$ cat src/rtl/ssp_uart_pkg.sv
// Shared constants and types for the SSP/UART transmit and receive FIFOs.
package ssp_uart_pkg;

    localparam int unsigned TF_DEPTH = 16;
    localparam int unsigned TF_DW    = 8;
    localparam int unsigned TF_CW    = 5;

    typedef logic [7:0] tf_data_t;
    typedef logic [4:0] tf_cnt_t;
    typedef logic [3:0] tf_ptr_t;

endpackage

$ cat src/rtl/ssp_uart_fifo_ram.sv
// DEPTH x DW register file: one synchronous write port, one asynchronous read port.
// Shared by the transmit and receive FIFOs; contents are deliberately not reset.
module ssp_uart_fifo_ram
    import ssp_uart_pkg::*;
#(
    parameter int unsigned DEPTH = TF_DEPTH,
    parameter int unsigned DW    = TF_DW,
    parameter int unsigned AW    = (DEPTH > 1) ? $clog2(DEPTH) : 1
) (
    input  logic          clk,
    input  logic          we,
    input  logic [AW-1:0] waddr,
    input  logic [DW-1:0] wdata,
    input  logic [AW-1:0] raddr,
    output logic [DW-1:0] rdata
);

    logic [DW-1:0] mem [DEPTH];

    always_ff @(posedge clk) begin
        if (we) begin
            mem[waddr] <= wdata;
        end
    end

    assign rdata = mem[raddr];

endmodule

$ cat src/rtl/ssp_uart_tx_fifo.sv
// Transmit FIFO between the SSP register write path and the UART serializer (FWFT).
// Optional sticky overflow/underflow flag TErr is built when SSP_UART_TF_ERR_EN is defined.
module ssp_uart_tx_fifo
    import ssp_uart_pkg::*;
#(
    parameter int unsigned DEPTH = TF_DEPTH,
    parameter int unsigned DW    = TF_DW,
    parameter int unsigned CW    = TF_CW,
    parameter int unsigned THRW  = 8
) (
    input  logic            Clk,
    input  logic            Rst,
    input  logic            TFC,
    input  logic            WE,
    input  logic [DW-1:0]   DI,
    input  logic            RE,
    output logic [DW-1:0]   DO,
    output logic            EF,
    output logic            T_FF,
    output logic [CW-1:0]   tcnt,
    input  logic [THRW-1:0] TFThr,
    output logic            iTFE,
    output logic            iTHE
`ifdef SSP_UART_TF_ERR_EN
    ,
    output logic            TErr
`endif
);

    localparam int unsigned AW   = (DEPTH > 1) ? $clog2(DEPTH) : 1;
    localparam int unsigned CMPW = (CW > THRW) ? CW : THRW;

    logic [AW-1:0] wptr_q, wptr_d;
    logic [AW-1:0] rptr_q, rptr_d;
    logic [CW-1:0] cnt_q, cnt_d;
    logic          wr_acc, rd_acc;
    logic [DW-1:0] rd_data;

    always_comb begin
        wptr_d = wptr_q;
        rptr_d = rptr_q;
        cnt_d  = cnt_q;
        rd_acc = RE && !EF;
        // A full FIFO still takes a write when the head is popped on the same edge.
        wr_acc = WE && (!T_FF || rd_acc);
        if (TFC) begin
            wptr_d = '0;
            rptr_d = '0;
            cnt_d  = '0;
        end else begin
            if (wr_acc) begin
                wptr_d = wptr_q + 1'b1;
            end
            if (rd_acc) begin
                rptr_d = rptr_q + 1'b1;
            end
            if (wr_acc && !rd_acc) begin
                cnt_d = cnt_q + 1'b1;
            end else if (rd_acc && !wr_acc) begin
                cnt_d = cnt_q - 1'b1;
            end
        end
    end

    always_ff @(posedge Clk or negedge Rst) begin
        if (!Rst) begin
            wptr_q <= '0;
            rptr_q <= '0;
            cnt_q  <= '0;
        end else begin
            wptr_q <= wptr_d;
            rptr_q <= rptr_d;
            cnt_q  <= cnt_d;
        end
    end

    ssp_uart_fifo_ram #(
        .DEPTH (DEPTH),
        .DW    (DW),
        .AW    (AW)
    ) u_ram (
        .clk   (Clk),
        .we    (wr_acc && !TFC),
        .waddr (wptr_q),
        .wdata (DI),
        .raddr (rptr_q),
        .rdata (rd_data)
    );

    assign tcnt = cnt_q;
    assign EF   = (cnt_q == '0);
    assign T_FF = (cnt_q == CW'(DEPTH));
    assign DO   = EF ? '0 : rd_data;
    assign iTFE = EF;
    assign iTHE = (CMPW'(cnt_q) <= CMPW'(TFThr));

`ifdef SSP_UART_TF_ERR_EN
    logic err_q, err_d;

    // Clear wins over a same-cycle error event.
    always_comb begin
        err_d = err_q;
        if (TFC) begin
            err_d = 1'b0;
        end else if ((WE && T_FF && !RE) || (RE && EF)) begin
            err_d = 1'b1;
        end
    end

    always_ff @(posedge Clk or negedge Rst) begin
        if (!Rst) begin
            err_q <= 1'b0;
        end else begin
            err_q <= err_d;
        end
    end

    assign TErr = err_q;
`endif

endmodule

$ cat config.mk
export PLATFORM = sky130hd
export DESIGN_NAME = ssp_uart_tx_fifo
export DESIGN_NICKNAME = d
export VERILOG_FILES = /design/src/rtl/ssp_uart_pkg.sv /design/src/rtl/ssp_uart_fifo_ram.sv /design/src/rtl/ssp_uart_tx_fifo.sv
export SDC_FILE = /design/constraint.sdc
export NUM_CORES = 1
export LEC_CHECK = 0
export ABC_AREA = 1
export BUFFER_PORTS_ARGS = -buffer_cell sky130_fd_sc_hd__buf_2
export CAP_MARGIN = 20
export CELL_PAD_IN_SITES_DETAIL_PLACEMENT = 1
export CELL_PAD_IN_SITES_GLOBAL_PLACEMENT = 1
export CORE_UTILIZATION = 50
export CTS_BUF_LIST = sky130_fd_sc_hd__clkbuf_8
export DETAILED_ROUTE_END_ITERATION = 8
export PLACE_DENSITY = 0.83
export SLEW_MARGIN = 25
export SYNTH_ARGS = -nofsm -noshare
export SYNTH_HDL_FRONTEND = slang
export SYNTH_SLANG_ARGS = --single-unit
export TNS_END_PERCENT = 5
$ cat constraint.sdc
create_clock -name Clk -period 2.5 [get_ports Clk]
set_input_delay 0.125 -clock Clk [delete_from_list [all_inputs] [get_ports Clk]]
set_output_delay 0.125 -clock Clk [all_outputs]
set_load 0.05 [all_outputs]
======== After elaboration in Yosys (flattened, before gate mapping) ========
Memories as Yosys holds them, arrays and structs flattened.
Cells that the tools add are included.
word-level totals
  bits in writable memories ............... 128
  flip-flop bits (word level) ............. 13
  output and inout bits ................... 17
  input bits .............................. 21
  word-level logic and storage cells ...... 35
  memories ................................ 1
operators by class
  multiplexer cells ....................... 10
  reductions and logical operators ........ 15
  order comparisons ....................... 1
  equal/unequal tests ..................... 1
  $add $sub $neg .......................... 4
memory list
  memory     depth  bits a word  rd ports  clocked after Yosys merged registers in  write ports  line                     text
  u_ram.mem  16     8            1         0                                        1            ssp_uart_fifo_ram.sv:18  logic [DW-1:0] mem [DEPTH];
operator list
  cell                                               number
  two-way mux 4 bit                                  4
  two-way mux 5 bit                                  3
  adder 4 x 1 -> 4 bit (second input constant)       2
  less-or-equal comparator 5 x 8 -> 1 bit            1
  two-way mux 8 bit                                  1
  adder 5 x 1 -> 5 bit (second input constant)       1
  equality test 5 bit (second input constant)        1
  logical AND 1 bit                                  5
  logical NOT 1 bit                                  5
  logical NOT 5 bit                                  1
  subtractor 5 x 1 -> 5 bit (second input constant)  1
  nonzero test 2 bit                                 2
  nonzero test 3 bit                                 1
  two-way mux 1 bit                                  2
  logical OR 1 bit                                   1

======== Longest topological paths before layout ========
Gate-level depths: netlist (run 1).
  depth in word-level cells ............... 10
  depth in mapped cells ................... 14
  depth with buffers taken out ............ 14

======== Hierarchy ========
Synthesis (run 1) repeated with hierarchy kept, for this count alone.
unflattened totals
  cells, all modules ...................... 680
  area total of the unflattened synthesis .. 6,666.4 um^2
by module, submodules not included
  module             instances  area each (um^2)  cells each
  ssp_uart_fifo_ram  1          5,606.6           543
  ssp_uart_tx_fifo   1          1,059.8           137

======== Worst setup path after synthesis (run 1) ========
Ideal clock, no wire load.
  path kind ............................... reg-to-output
  from .................................... register cnt_q[1], in the netlist tcnt[1]
  to ...................................... output DO[0]
  cell stages (with the launch flop) ...... 5
  arrival time ............................ 2.358 ns
  path buffers ............................ 0
  setup slack ............................. 0.017 ns
  required time ........................... 2.375 ns
  cell sequence ........................... dfrtp_1 nor2_2 nand3_2 clkinv_1 a21oi_1
on the way
  cells in the longest elaborated chain, start to end .. 2
RTL lines
  item                    line                    text
  start, declared         ssp_uart_tx_fifo.sv:35  logic [CW-1:0] cnt_q, cnt_d;
  start signal, assigned  ssp_uart_tx_fifo.sv:73  cnt_q <= cnt_d;
  logical NOT 5 bit       ssp_uart_tx_fifo.sv:91  assign EF = (cnt_q == '0);
  via EF                  ssp_uart_tx_fifo.sv:18  output logic EF,
  two-way mux 8 bit       ssp_uart_tx_fifo.sv:93  assign DO = EF ? '0 : rd_data;
  end, declared           ssp_uart_tx_fifo.sv:17  output logic [DW-1:0] DO,
The timed path passes the listed nets, and every way through them passes these cells.

======== Worst setup path in the final report (run 1) ========
  from .................................... register rptr_q[0]
  to ...................................... output DO[5]
on the way
  cells in the longest elaborated chain, start to end .. 2
RTL lines
  item                      line                    text
  start, declared           ssp_uart_tx_fifo.sv:34  logic [AW-1:0] rptr_q, rptr_d;
  start signal, assigned    ssp_uart_tx_fifo.sv:72  rptr_q <= rptr_d;
  memory read (16 x 8 bit)  --
  two-way mux 8 bit         ssp_uart_tx_fifo.sv:93
No other way between the ends.

==> results.md, run 1 <==
- Status: complete, no violations
- Slack of the critical path: 0.0982 ns
- Overall Power: 7.07 mW
- Final critical path time including I/O delays and setup: 2.40 ns
- Post-route insts no fill: 805
- Relative slew slack: 0.568
- Initial DRC count: 347
- Initial Utilization: 0.518
- Port bufs: 37
- Sequential fraction of the synthesis area: 0.665
- Overflow after GRT: 0
- Setup CP Type: flip-flop to output port
- Crit-path max FO: 33
- Synth Area in Compound Gates: 0.0198
- N_diodes: 0
- Total Wirelength: 17.3 mm
- Post-Synthesis Net Count: 608
- Residual DRC: 0
- Reg clk slew, reported paths: 0.07 ns
- Hold crit path type: input pin to flip-flop
- Worst Skew: 0.00766 ns
- Leakage: 2.83 nW
- FMAX: 0.416 GHz
- Avg Cell Area, Syn: 11.0 um^2
- H-tree depth: 4
- Max cap viols: 0
- Post-DP Area: 6680 um^2
- CTS Sinks: 141
- Hold WS: 0.0325 ns
- Mapped Area: 6270 um^2
- Die height: 114 um
- Cells along the critical path: inv_2 -> bufbuf_16 -> nand2_1 -> nand3_1 -> nand3_1 -> nand2_1 -> nand2_1 -> a21oi_1 -> buf_4
- Synth Area in Adders: 0.0311
- CTS max path bufs: 2
- Most frequent CP cell: nand2_1
- Vias in the first global route: 4882
- Cells after synthesis: 572
- Layout cells sized above 1: 0.159
- Fin util: 0.588
- Mux share of post-synthesis cell area: 0
- Worst slack at placement: 0.288 ns
- Final Hold Fails: 0
- Most frequent cells in the layout: nand2_1 (190), edfxtp_1 (128), nand3_1 (118)
- Crit-path max cell delay: 0.47 ns
- Slowest stage cell, crit path: dfrtp_2
- NumNets Final: 663
- Root Buffer Master: clkbuf_8
- Post-synthesis simple-gate area fraction: 0.236
- P per Cell Area: 993 nW/um^2
- Critical Path Sink Type: output port
- Flip-flop and latch count after synthesis: 141
- Setup TNS: 0 ns
- Initial antenna violation count: 0
- Max IR drop VDD: 542 uV
- Most common cell after layout, fill and taps aside: nand2_1
- Largest net degree at the start of global routing: 34
- CP arrival: 2.28 ns
- XOR/XNOR Fraction of Synth Area: 0.00559
- First-pass GRT wire length: 26.5 mm
- Final Cell Area: 7130 um^2
- Post-Place Cells: 772
- CTS tree: yes
- CP startpoint kind: flip-flop
- Worst Max-Slew Pin Slew: 0.644 ns
- Die Wd: 114 um
- Row count: 40
- Pins Over Slew Limit: 0
- Drt via density: 5.71
- GRT Overall Usage: 0.286
- ANT nets after route: 0
- Final Setup Violations: 0
- Router iterations before antenna repair: 4
- RSZ-0062 raised after global routing: yes
- Core area: 12100 um^2
- Fin crit share: 0.961
- Clk_lat worst skew: 0.44 ns
- Routed len/inst: 21.4 um
- Die area: 13000 um^2
- GPL Wtd Cong: 0.851
- Unique masters post-synth: 28
- Yosys warnings: 0
- Syn-to-layout area delta: 13.6%
- DP Wirelength: 10.7 mm
- CTS Buf Count: 17
- WP data required: 2.38 ns
- Main combinational cell family by area after synthesis: simple AND/OR/NAND/NOR gates
- Num ports: 38
- Total number of vias: 4594
sequential cells by signal (all words and copies together) (netlist names):
| register | count |
|---|---|
| tcnt | 5 |
| wptr_q | 4 |
| u_ram.mem | 128 |
| rptr_q | 4 |
final timing paths:
path	startpoint	end	slack, ns	depth (start not counted)
worst max register to register	tcnt[1]	tcnt[4]	0.28	13
max in group asynchronous	Rst	rptr_q[0]	2.10	2
worst max-delay path	rptr_q[0]	DO[5]	0.1	9
worst min register to register	tcnt[3]	tcnt[3]	0.63	2
min in group asynchronous	Rst	tcnt[0]	0.12	2
worst min-delay path	TFC	tcnt[3]	0.03	4
worst max-delay path, delay by kind of cell, from the launching register on:
kind                   cells  cell delay [ns]
AOI/OAI and AO/OA          1             0.18
DFF                        1             0.47
buffers and inverters      3             0.75
and+or+nand+nor            5             0.40
what timing repair did:
| action | 4_1_cts | 5_1_grt |
|---|---|---|
| cloned | 1 | 0 |
| hold endpoints to repair | 13 | 0 |
| buffers inserted | 2 | 0 |
| hold buffers | 1 | 0 |
| gates resized for setup | 2 | 14 |
| setup endpoints to repair | 8 | 7 |
routing by layer:
layer / vias up / share of wire / GRT usage
li1: 2076 / - / -
met1: 2330 / 0.40 / 0.335
met2: 136 / 0.52 / 0.494
met3: 52 / 0.046 / 0.0563
met4: 0 / 0.036 / 0.162
met5: - / 0 / 0
kinds of logic (layout without fill, tap and decap cells):
kind of cell / after synthesis / count (layout)
compound gates: 22 / 22
xor+xnor: 4 / 4
fa+ha+maj: 15 / 15
buf+inv: 50 / 115
flops: 141 / 141
simple gates: 340 / 340
Yosys cell counts:
library cell  count  area, um^2
nand3_2           2        20.0
a21oi_4           1        16.3
nand2_2           2        12.5
xor2_1            3        26.3
edfxtp_1        128        3840
inv_2             1        3.75
nor2_4            2        22.5
xnor2_1           1        8.76
nor2_2            2        12.5
o21ai_0           9        45.0
dfrtp_1          13         325
nand2_1         190         713
buf_6             6        67.6
o211ai_1          1        7.51
clkinv_1          3        11.3
nand3_1         118         591
inv_1            19        71.3
ha_1             14         175
nor3_1            1        5.00
nand4_1           1        6.26
nor2_1           21        78.8
nand3_4           1        17.5
buf_4             5        37.5
buf_1             1        3.75
fa_1              1        20.0
clkbuf_1          2        7.51
a21oi_1          11        55.1
buf_2            13        65.1
power breakdown:
group	switching (mW)	internal, mW
Sequential	0.0907	2.64
Combinational	1.83	0.755
Clock	0.812	0.946
layout make-up:
class	instances	area (um^2)
Timing Repair Buffer	63	454
Multi-Input combinational cell	381	1840
Clock buffer	17	234
Sequential cell	141	4170
Inverter	23	86.3
Clock inverter	12	133
Fill cell	1316	4990
Tap cell	168	210
(Power assumes the default switching activity.)
==> run 2: changes to the inputs <==
==> constraint.sdc (replaced) <==
create_clock -name Clk -period 2.6 [get_ports Clk]
set_input_delay 0.13 -clock Clk [delete_from_list [all_inputs] [get_ports Clk]]
set_output_delay 0.13 -clock Clk [all_outputs]
set_load 0.05 [all_outputs]
==> run 2 against run 1 <==
  * Power is 7.2% lower
  * Final cell count stayed put
  * Combinational power is 7% lower
  * Clock skew is 0.00092 ns higher
  * Largest power group unchanged
==> results.md, run 2 (same netlist as run 1, synthesis figures left out) <==
- Status: complete, no violations
- Worst Hold Launch: DI[1]
- Max reg flops: 128
- Worst Skew: 0.00858 ns
- Relative slew slack: 0.511
- Hold Path Sink: u_ram.mem[3][1]
- Worst Max-Slew Pin Slew: 0.731 ns
- Most frequent cells in the layout: nand2_1 (190), edfxtp_1 (128), nand3_1 (118)
- Leakage: 2.78 nW
- Syn-to-layout area delta: 12.6%
- ANT nets after route: 0
- Critical Path Sink Type: output port
- Initial DRC count: 343
- Met2 routed WL: 8.85 mm
- Die Wd: 114 um
- GPL Wtd Cong: 0.840
- GRT Overall Usage: 0.281
- Total Wirelength: 16.7 mm
- Initial antenna violation count: 0
- Slowest stage cell, crit path: dfrtp_2
- CTS Sinks: 141
- Pins Over Slew Limit: 0
- Fill count: 1343
- Routed len/inst: 20.7 um
- Num ports: 38
- Largest net degree at the start of global routing: 67
- Max Used Layer: met4
- CTS Buf Count: 17
- Final Setup Violations: 0
- NumNets Final: 660
- Crit-path max cell delay: 0.45 ns
- CP arrival: 2.32 ns
- Row count: 40
- H-tree depth: 4
- Overflow after GRT: 0
- Layout cells sized above 1: 0.155
- Hold crit path type: input pin to flip-flop
- Initial Utilization: 0.518
- RSZ-0062 raised after global routing: no
- Setup TNS: 0 ns
- CTS max path bufs: 2
- Residual DRC: 0
- R2R cell count: 13
- Most common cell after layout, fill and taps aside: nand2_1
- Max cap viols: 0
- First-pass GRT wire length: 26.2 mm
- Final Hold Fails: 0
- Core area: 12100 um^2
- P per Cell Area: 930 nW/um^2
- Wl on met1: 6.70 mm
- Die area: 13000 um^2
- Vias in the first global route: 4908
- WP data required: 2.47 ns
- Cells along the critical path: inv_4 -> buf_12 -> nand2_1 -> nand3_1 -> nand3_1 -> nand2_1 -> nand2_1 -> a21oi_1 -> buf_2
- Router iterations before antenna repair: 5
- Reg2reg start: tcnt[1]
- Port bufs: 37
- CTS tree: yes
- Reg-to-Reg End: tcnt[4]
- Total number of vias: 4497
- DR WL met3: 668 um
- Die height: 114 um
- Worst Hold Depth: 1
- Reg with most FFs: u_ram.mem
- Fin crit share: 0.943
- Critical path origin: rptr_q[0]
- Post-CTS setup buffer count: 0
- Overall Power: 6.57 mW
- Most frequent CP cell: nand2_1
- Final critical path time including I/O delays and setup: 2.45 ns
- Reg clk slew, reported paths: 0.07 ns
- DP Wirelength: 11.0 mm
- Max IR drop VDD: 481 uV
- CP startpoint kind: flip-flop
- Root Buffer Master: clkbuf_8
- Clk_lat worst skew: 0.45 ns
- Setup CP Type: flip-flop to output port
- Crit-path max FO: 25
- Drt via density: 5.59
- N_diodes: 0
- Worst reg2reg setup slack: 0.39 ns
- FMAX: 0.408 GHz
run 2: cell types whose count changed in the layout (fill, tap and decap cells not counted), sizes merged:
cell / previous run / this run
buf: 61 / 58
clkinvlp: 1 / 4
bufinv: 3 / 1
bufbuf: 1 / 0
clkinv: 9 / 10
dlygate4sd3: 1 / 2
inv: 22 / 23
run 2: how the worst max path moves through the flow:
stage               slack [ns]      end
floorplan                 0.11    DO[0]
global placement          0.50  tcnt[4]
detailed placement        0.39  tcnt[4]
CTS                       0.01    DO[1]
global route             0.008    DO[1]
finish                    0.15    DO[3]
run 2: critical path: cells and delay by family, from the launching register on:
kind                   cells  cell delay [ns]
flip-flops                 1             0.45
AND/OR/NAND/NOR            5             0.45
buffers and inverters      3             0.74
AO/OA/AOI/OAI              1             0.23
run 2: area by class of cell:
type                            instances  area, um^2  share of cell area
Sequential cell                       141        4170               0.591
Multi-Input combinational cell        381        1830               0.260
Timing Repair Buffer                   60         413              0.0585
Clock buffer                           17         234              0.0331
Tap cell                              168         210              0.0298
Clock inverter                         15         110              0.0156
Inverter                               23        88.8              0.0126
run 2: routing by layer:
layer	up-vias	global-route usage
li1	2076	-
met1	2264	0.325
met2	122	0.500
met3	35	0.0616
met4	0	0.123
met5	-	0
run 2: report_power, final:
| group | internal, mW | leakage, nW | switching [mW] | total, mW |
|---|---|---|---|---|
| logic | 0.651 | 1.28 | 1.77 | 2.42 |
| registers | 2.53 | 1.33 | 0.0760 | 2.61 |
| clock network | 0.731 | 0.181 | 0.810 | 1.54 |
run 2: repair_timing:
action,CTS,global route
hold endpoints to repair,14,0
endpoints found under the setup margin,0,7
gates resized for setup,0,2
hold buffers,2,0
run 2: through the flow:
step                      cell area [um^2]  utilization  cells  worst slack (ns)  hold slack [ns]
after floorplan                       6270            -    572             0.112           -0.166
after global placement                6690        0.553    771             0.501           0.0562
after detailed placement              6690        0.553    771             0.387           0.0574
after CTS                             7060        0.583    805            0.0121           0.0476
after global routing                  7060        0.583    805           0.00787           0.0551
final                                 7060        0.583    805             0.149           0.0670
